**src/rtl/exe_stage_muldiv_if.sv**
```systemverilog
// ID/EXE -> EXE -> EXE/MEM signal bundle for the EXE stage with iterative MUL/DIV.
interface exe_stage_muldiv_if #(
  parameter int unsigned WIDTH = 32
);
  logic [3:0]       EXE_CMD;
  logic [WIDTH-1:0] val1;
  logic [WIDTH-1:0] val2;
  logic             WB_EN_IN;
  logic             MEM_R_EN_IN;
  logic             MEM_W_EN_IN;
  logic [WIDTH-1:0] ALU_result;
  logic             WB_EN;
  logic             MEM_R_EN;
  logic             MEM_W_EN;
  logic             md_stall;
  logic             md_busy;

  // Pipeline side: drives the ID/EXE fields, consumes the EXE/MEM fields and stall.
  modport master (
    output EXE_CMD, val1, val2, WB_EN_IN, MEM_R_EN_IN, MEM_W_EN_IN,
    input  ALU_result, WB_EN, MEM_R_EN, MEM_W_EN, md_stall, md_busy
  );

  // EXE stage side.
  modport slave (
    input  EXE_CMD, val1, val2, WB_EN_IN, MEM_R_EN_IN, MEM_W_EN_IN,
    output ALU_result, WB_EN, MEM_R_EN, MEM_W_EN, md_stall, md_busy
  );
endinterface

```
**src/rtl/exe_stage_muldiv.sv**
```systemverilog
// EXE stage: combinational ALU plus a one-bit-per-cycle shift-add multiplier and
// restoring divider. While MUL/DIV iterates the front end is stalled and a bubble
// is sent to EXE/MEM.
module exe_stage_muldiv #(
  parameter int unsigned WIDTH     = 32,
  parameter bit          SIGNED_MD = 1'b1
) (
  input  logic              clk,
  input  logic              rst,
  exe_stage_muldiv_if.slave bus
);
  localparam int unsigned ShW  = $clog2(WIDTH);
  localparam int unsigned CntW = $clog2(WIDTH);

  localparam logic [3:0] CmdAdd = 4'b0000;
  localparam logic [3:0] CmdSub = 4'b0010;
  localparam logic [3:0] CmdAnd = 4'b0100;
  localparam logic [3:0] CmdOr  = 4'b0101;
  localparam logic [3:0] CmdNor = 4'b0110;
  localparam logic [3:0] CmdXor = 4'b0111;
  localparam logic [3:0] CmdSll = 4'b1000;
  localparam logic [3:0] CmdSra = 4'b1001;
  localparam logic [3:0] CmdSrl = 4'b1010;
  localparam logic [3:0] CmdMul = 4'b1100;
  localparam logic [3:0] CmdDiv = 4'b1101;

  typedef enum logic [1:0] {StIdle, StBusy, StDone} state_e;

  state_e           state_q, state_d;
  logic [CntW-1:0]  cnt_q, cnt_d;
  // a: multiplicand (MUL) or dividend shifting into quotient (DIV)
  // b: multiplier (MUL) or divisor (DIV); acc: product (MUL) or remainder (DIV)
  logic [WIDTH-1:0] a_q, a_d, b_q, b_d, acc_q, acc_d, res_q, res_d;
  logic             neg_q, neg_d, div_q, div_d, div0_q, div0_d;

  logic [WIDTH-1:0] alu_res;
  logic [ShW-1:0]   shamt;
  logic             is_md;
  logic             neg1, neg2;
  logic [WIDTH-1:0] abs1, abs2;
  logic [WIDTH-1:0] mul_acc;
  logic [WIDTH:0]   div_sh, div_diff;
  logic             qbit;
  logic [WIDTH-1:0] div_rem, div_quo, raw, fixed;

  assign shamt = bus.val2[ShW-1:0];
  assign is_md = (bus.EXE_CMD == CmdMul) || (bus.EXE_CMD == CmdDiv);
  assign neg1  = SIGNED_MD && bus.val1[WIDTH-1];
  assign neg2  = SIGNED_MD && bus.val2[WIDTH-1];
  assign abs1  = neg1 ? -bus.val1 : bus.val1;
  assign abs2  = neg2 ? -bus.val2 : bus.val2;

  // Single-cycle ALU operations.
  always_comb begin
    alu_res = '0;
    case (bus.EXE_CMD)
      CmdAdd:  alu_res = bus.val1 + bus.val2;
      CmdSub:  alu_res = bus.val1 - bus.val2;
      CmdAnd:  alu_res = bus.val1 & bus.val2;
      CmdOr:   alu_res = bus.val1 | bus.val2;
      CmdNor:  alu_res = ~(bus.val1 | bus.val2);
      CmdXor:  alu_res = bus.val1 ^ bus.val2;
      CmdSll:  alu_res = bus.val1 << shamt;
      CmdSra:  alu_res = $signed(bus.val1) >>> shamt;
      CmdSrl:  alu_res = bus.val1 >> shamt;
      default: alu_res = '0;
    endcase
  end

  // One iteration of each algorithm, plus sign/divide-by-zero correction of the final step.
  always_comb begin
    mul_acc  = acc_q + (b_q[0] ? a_q : '0);
    div_sh   = {acc_q, a_q[WIDTH-1]};
    div_diff = div_sh - {1'b0, b_q};
    qbit     = ~div_diff[WIDTH];
    div_rem  = qbit ? div_diff[WIDTH-1:0] : div_sh[WIDTH-1:0];
    div_quo  = {a_q[WIDTH-2:0], qbit};
    raw      = div_q ? div_quo : mul_acc;
    if (div_q && div0_q) begin
      fixed = '1;
    end else if (neg_q) begin
      fixed = -raw;
    end else begin
      fixed = raw;
    end
  end

  // State and datapath registers.
  always_ff @(posedge clk or negedge rst) begin
    if (!rst) begin
      state_q <= StIdle;
      cnt_q   <= '0;
      a_q     <= '0;
      b_q     <= '0;
      acc_q   <= '0;
      res_q   <= '0;
      neg_q   <= 1'b0;
      div_q   <= 1'b0;
      div0_q  <= 1'b0;
    end else begin
      state_q <= state_d;
      cnt_q   <= cnt_d;
      a_q     <= a_d;
      b_q     <= b_d;
      acc_q   <= acc_d;
      res_q   <= res_d;
      neg_q   <= neg_d;
      div_q   <= div_d;
      div0_q  <= div0_d;
    end
  end

  // Next state, datapath updates and stage outputs.
  always_comb begin
    state_d        = state_q;
    cnt_d          = cnt_q;
    a_d            = a_q;
    b_d            = b_q;
    acc_d          = acc_q;
    res_d          = res_q;
    neg_d          = neg_q;
    div_d          = div_q;
    div0_d         = div0_q;
    bus.ALU_result = '0;
    bus.WB_EN      = 1'b0;
    bus.MEM_R_EN   = 1'b0;
    bus.MEM_W_EN   = 1'b0;
    bus.md_stall   = 1'b0;
    bus.md_busy    = 1'b0;
    unique case (state_q)
      StIdle: begin
        if (is_md) begin
          // Gated by rst so a MUL/DIV sitting in ID/EXE cannot raise stall during reset.
          if (rst) begin
            bus.md_stall = 1'b1;
            a_d          = abs1;
            b_d          = abs2;
            acc_d        = '0;
            neg_d        = neg1 ^ neg2;
            div_d        = (bus.EXE_CMD == CmdDiv);
            div0_d       = (bus.val2 == '0);
            cnt_d        = '0;
            state_d      = StBusy;
          end
        end else begin
          bus.ALU_result = alu_res;
          bus.WB_EN      = bus.WB_EN_IN;
          bus.MEM_R_EN   = bus.MEM_R_EN_IN;
          bus.MEM_W_EN   = bus.MEM_W_EN_IN;
        end
      end
      StBusy: begin
        bus.md_stall = 1'b1;
        bus.md_busy  = 1'b1;
        cnt_d        = cnt_q + 1'b1;
        if (div_q) begin
          acc_d = div_rem;
          a_d   = div_quo;
        end else begin
          acc_d = mul_acc;
          a_d   = a_q << 1;
          b_d   = b_q >> 1;
        end
        if (cnt_q == CntW'(WIDTH - 1)) begin
          res_d   = fixed;
          state_d = StDone;
        end
      end
      StDone: begin
        bus.ALU_result = res_q;
        bus.WB_EN      = bus.WB_EN_IN;
        bus.MEM_R_EN   = bus.MEM_R_EN_IN;
        bus.MEM_W_EN   = bus.MEM_W_EN_IN;
        state_d        = StIdle;
      end
      default: state_d = StIdle;
    endcase
  end
endmodule

```
**src/flat_wrapper.sv**
```systemverilog
// flat-port wrapper written by rule: the top's interface ports become plain ports
module exe_stage_muldiv_flat 
#(
  parameter int unsigned WIDTH     = 32,
  parameter bit          SIGNED_MD = 1'b1
)
  (clk, rst, bus_EXE_CMD, bus_val1, bus_val2, bus_WB_EN_IN, bus_MEM_R_EN_IN, bus_MEM_W_EN_IN, bus_ALU_result, bus_WB_EN, bus_MEM_R_EN, bus_MEM_W_EN, bus_md_stall, bus_md_busy);
  exe_stage_muldiv_if #(.WIDTH(WIDTH)) bus_i ();
  input  logic clk;
  input  logic rst;
  input wire logic [$bits(bus_i.EXE_CMD)-1:0] bus_EXE_CMD;
  input wire logic [$bits(bus_i.val1)-1:0] bus_val1;
  input wire logic [$bits(bus_i.val2)-1:0] bus_val2;
  input wire logic [$bits(bus_i.WB_EN_IN)-1:0] bus_WB_EN_IN;
  input wire logic [$bits(bus_i.MEM_R_EN_IN)-1:0] bus_MEM_R_EN_IN;
  input wire logic [$bits(bus_i.MEM_W_EN_IN)-1:0] bus_MEM_W_EN_IN;
  output wire logic [$bits(bus_i.ALU_result)-1:0] bus_ALU_result;
  output wire logic [$bits(bus_i.WB_EN)-1:0] bus_WB_EN;
  output wire logic [$bits(bus_i.MEM_R_EN)-1:0] bus_MEM_R_EN;
  output wire logic [$bits(bus_i.MEM_W_EN)-1:0] bus_MEM_W_EN;
  output wire logic [$bits(bus_i.md_stall)-1:0] bus_md_stall;
  output wire logic [$bits(bus_i.md_busy)-1:0] bus_md_busy;
  assign bus_i.EXE_CMD = bus_EXE_CMD;
  assign bus_i.val1 = bus_val1;
  assign bus_i.val2 = bus_val2;
  assign bus_i.WB_EN_IN = bus_WB_EN_IN;
  assign bus_i.MEM_R_EN_IN = bus_MEM_R_EN_IN;
  assign bus_i.MEM_W_EN_IN = bus_MEM_W_EN_IN;
  assign bus_ALU_result = bus_i.ALU_result;
  assign bus_WB_EN = bus_i.WB_EN;
  assign bus_MEM_R_EN = bus_i.MEM_R_EN;
  assign bus_MEM_W_EN = bus_i.MEM_W_EN;
  assign bus_md_stall = bus_i.md_stall;
  assign bus_md_busy = bus_i.md_busy;
  exe_stage_muldiv #(.WIDTH(WIDTH), .SIGNED_MD(SIGNED_MD)) u_core (.clk(clk), .rst(rst), .bus(bus_i));
endmodule
```
**config.mk**
```make
export PLATFORM = sky130hd
export DESIGN_NAME = exe_stage_muldiv_flat
export DESIGN_NICKNAME = d
export VERILOG_FILES = /design/src/rtl/exe_stage_muldiv_if.sv /design/src/rtl/exe_stage_muldiv.sv /design/src/flat_wrapper.sv
export SDC_FILE = /design/constraint.sdc
export NUM_CORES = 1
export LEC_CHECK = 0
export CAP_MARGIN = 30
export CORE_UTILIZATION = 34
export CTS_CLUSTER_DIAMETER = 30
export DETAILED_ROUTE_END_ITERATION = 12
export PLACE_DENSITY = 0.61
export SYNTH_ARGS = -nofsm -noshare
export SYNTH_HDL_FRONTEND = slang
export SYNTH_SLANG_ARGS = --single-unit
```
**constraint.sdc**
```tcl
create_clock -name clk -period 22 [get_ports clk]
set_input_delay 6.6 -clock clk [delete_from_list [all_inputs] [get_ports clk]]
set_output_delay 6.6 -clock clk [all_outputs]
set_load 0.05 [all_outputs]
```
==> impl_metrics.csv <==
group,metric,value,unit
sta,period_share,0.8794,
sta,fin_skew,0.01350,ns
route,drc,3,
route,drtPass1Iterations,12,
synth,synthFlopType,"dfrtp_1",
global_route,grt_max_degree,105,
global_route,grt_pass1_vias,20130,
clocking,h-tree-depth,4,
min_path,hold_path_class,"reg2reg",
sta,max_freq,51.69,MHz
power_and_ir_drop,p_total,2789,uW
worst_setup_path,end_kind,"output pin",
run_status,violations,"DRC",
power_and_ir_drop,ir_drop,0.00007306,V
sta,max-slew-margin-rel,0.3458,
layout,area_growth,11.38,%
floorplan,start_util,0.3449,
clocking,cts_tree,"built",
global_route,grt_antenna_before_repair,1,
floorplan,core,59240,um2
synth,synth_edf_count,0,
power_and_ir_drop,p_seq_frac,0.187,
synth,synthArstFlopShare,1.000,
worst_setup_path,startpoint_type,"primary input",
sta,tns,0,ns
layout,nets,3050,
clocking,post_cts_buffers,0,
placement,globalplace.congestion,0.9935,
synth,ys_seq_elements,138,
power_and_ir_drop,switching_share,0.5392,
synth,ys_warn_count,0,
synth,synth_common_cells,"a21oi_1, nor2_1, nand2_1",
worst_setup_path,critPathArrivalTime,12.75,ns
sta,setup_viol_count_final,0,
synth,synth.most_common_cell,"a21oi_1",
power_and_ir_drop,clkPwrFrac,0.109,
flow_run,cap_violations,0,
sta,rsz0062_at_grt,"false",
route,drt-wirelength-per-cell,23.40,um
route,drtAntennaViolNets,0,
power_and_ir_drop,internal_power,1285,uW
worst_setup_path,cp_max_fo,44,
clocking,clk_path_buf_depth,2,
synth,syn_avg_cell_area,7.263,um2
power_and_ir_drop,power_switching,1504,uW
synth,syn_nets,3055,
power_and_ir_drop,leakage,0.009351,uW
route,drt_iter0_drc,2697,
route,vias,21870,
clocking,root_buffer,"clkbuf_16",
synth,syn_inst,2813,
run_status,status,"finished, violations left",
clocking,clkLatencyLatePin,0.44,ns
clocking,cts_resized,0,
global_route,grt-ovfl-total,0,
power_and_ir_drop,pwr-share-comb,0.704,
floorplan,rows,89,
floorplan,die_x,247.1,um
placement,hpwl,65.19,mm
worst_setup_path,crit_type,"in2out",
layout,drive_above_1_share,0.06735,
synth,synth_top_cell_area_share,0.1690,
floorplan,dieArea,61080,um2
power_and_ir_drop,power_density,122.6,nW/um2
floorplan,ios,110,
synth,synth.distinct_cells,99,
route,finalWirelength,84.11,mm
synth,synth_area_leader_cell,"dfrtp_1",
clocking,cts_buffers,17,
sta,worstMarginPinSlew,0.9792,ns
sta,hold_viol,0,
global_route,grtUsageTotal,0.2722,
synth,ys_seq_area_frac,0.1690,
clocking,clk_pin_slew_worst_paths,0.07,ns
clocking,cts_hold_buf,0,
sta,final-max-slew-violation-count,0,
synth,yosys-top-cells-area,"dfrtp_1, ha_1, a21oi_1",
worst_setup_path,crit_required,15.40,ns
clocking,cts.sinks,138,
floorplan,die_y,247.1,um
route,vias_per_cell,6.083,
synth,syn_area,20430,um2
placement,port_buffers,109,
sta,final.min_clock_period,19.35,ns
global_route,grt_pass1_wl,126.9,mm
path summary, 6_finish.rpt:
path	from	endpoint	slack [ns]	depth (start not counted)
hold / removal	u_core.b_q[4]$_DFFE_PN0P_	u_core.b_q[4]$_DFFE_PN0P_	0.50	2
hold reg to reg	u_core.b_q[4]$_DFFE_PN0P_	u_core.b_q[4]$_DFFE_PN0P_	0.50	2
min in group asynchronous	rst	u_core.res_q[13]$_DFFE_PN0P_	6.08	1
setup reg to reg	u_core.b_q[0]$_DFFE_PN0P_	u_core.res_q[26]$_DFFE_PN0P_	16.61	19
setup / recovery	bus_val2[4]	bus_ALU_result[31]	2.65	21
max in group asynchronous	rst	u_core.div_q$_DFFE_PN0P_	14.09	3
cell usage in the layout, fill, tap and decap left out, types with 43 or more instances in the layout:
master           instances
a21oi_1                291
nor2_1                 274
nand2_1                266
o21ai_0                251
ha_1                   166
dfrtp_1                137
xnor2_1                135
inv_1                  123
clkdlybuf4s50_1        102
mux2i_1                 90
and2_1                  58
nand3_1                 49
nand2b_1                46
buf_4                   43
flip-flops by register name (all words and copies together) (netlist names):
name	flops
u_core.a_q	32
u_core.acc_q	32
u_core.b_q	32
u_core.res_q	32
u_core.cnt_q	5
u_core.state_q	2
u_core.div0_q	1
u_core.div_q	1
u_core.neg_q	1
cell type report:
type	count	area [um2]
Multi-Input combinational cell	2367	15830
Antenna cell	1	2.502
Clock inverter	14	162.7
Inverter	131	494.2
Tap cell	773	967.2
Fill cell	6240	36490
Timing Repair Buffer	153	1411
Clock buffer	18	439.2
Sequential cell	138	3455
layer usage:
| metal | share of wire | vias to the layer above | track usage |
|---|---|---|---|
| met2 | 0.43 | 1066 | 0.4170 |
| met5 | 0 | - | 0 |
| met3 | 0.085 | 143 | 0.03310 |
| met1 | 0.44 | 10420 | 0.3832 |
| li1 | - | 10240 | - |
| met4 | 0.043 | 0 | 0.1107 |
critical path: stages:
cell and delay, ns:
clkdlybuf4s50_1 0.40, buf_4 0.28, or4_4 0.62, or3_4 0.42, nor4_4 0.24, nand3_2 0.21, or4_1 0.60, o21ai_0 0.26
xnor2_1 0.16, ha_1 0.28, and3_1 0.24, a221o_1 0.32, nand2_1 0.09, nand2b_1 0.08, a21oi_1 0.14, o21ai_1 0.11
a31o_2 0.32, nand2_1 0.07, nor3_1 0.04, or4_1 0.50, clkdlybuf4s50_1 0.72
power groups by stage:
stage               registers (uW)  logic, uW  clock network, uW
finish                         522       1960                304
global route                   534       2160                315
CTS                            514       1930                305
detailed placement             518       1920                  0
global placement               516       1910                  0
floorplan                      444       1450                  0
through the flow:
step | util | instances | setup slack, ns | hold WS [ns] | area, um2
finish | 0.3841 | 3595 | 2.652 | 0.5045 | 22760
global route | 0.3841 | 3595 | 2.355 | 0.5435 | 22760
CTS | 0.3838 | 3593 | 2.702 | 0.5080 | 22730
detailed placement | 0.3736 | 3561 | 2.720 | 0.4928 | 22130
global placement | 0.3734 | 3560 | 2.717 | 0.4890 | 22120
floorplan | - | 2813 | 3.048 | 0.4436 | 20430
kinds of logic after synthesis:
| logic type | after synthesis | synth area share |
|---|---|---|
| XOR/XNOR | 177 | 0.07588 |
| AO/OA/AOI/OAI | 992 | 0.3051 |
| multiplexers | 141 | 0.07955 |
| buffers and inverters | 308 | 0.05763 |
| AND/OR/NAND/NOR | 888 | 0.2082 |
| flip-flops | 138 | 0.1690 |
| adder cells (fa/ha/maj) | 169 | 0.1046 |
Power figures use the tool's default switching activity.
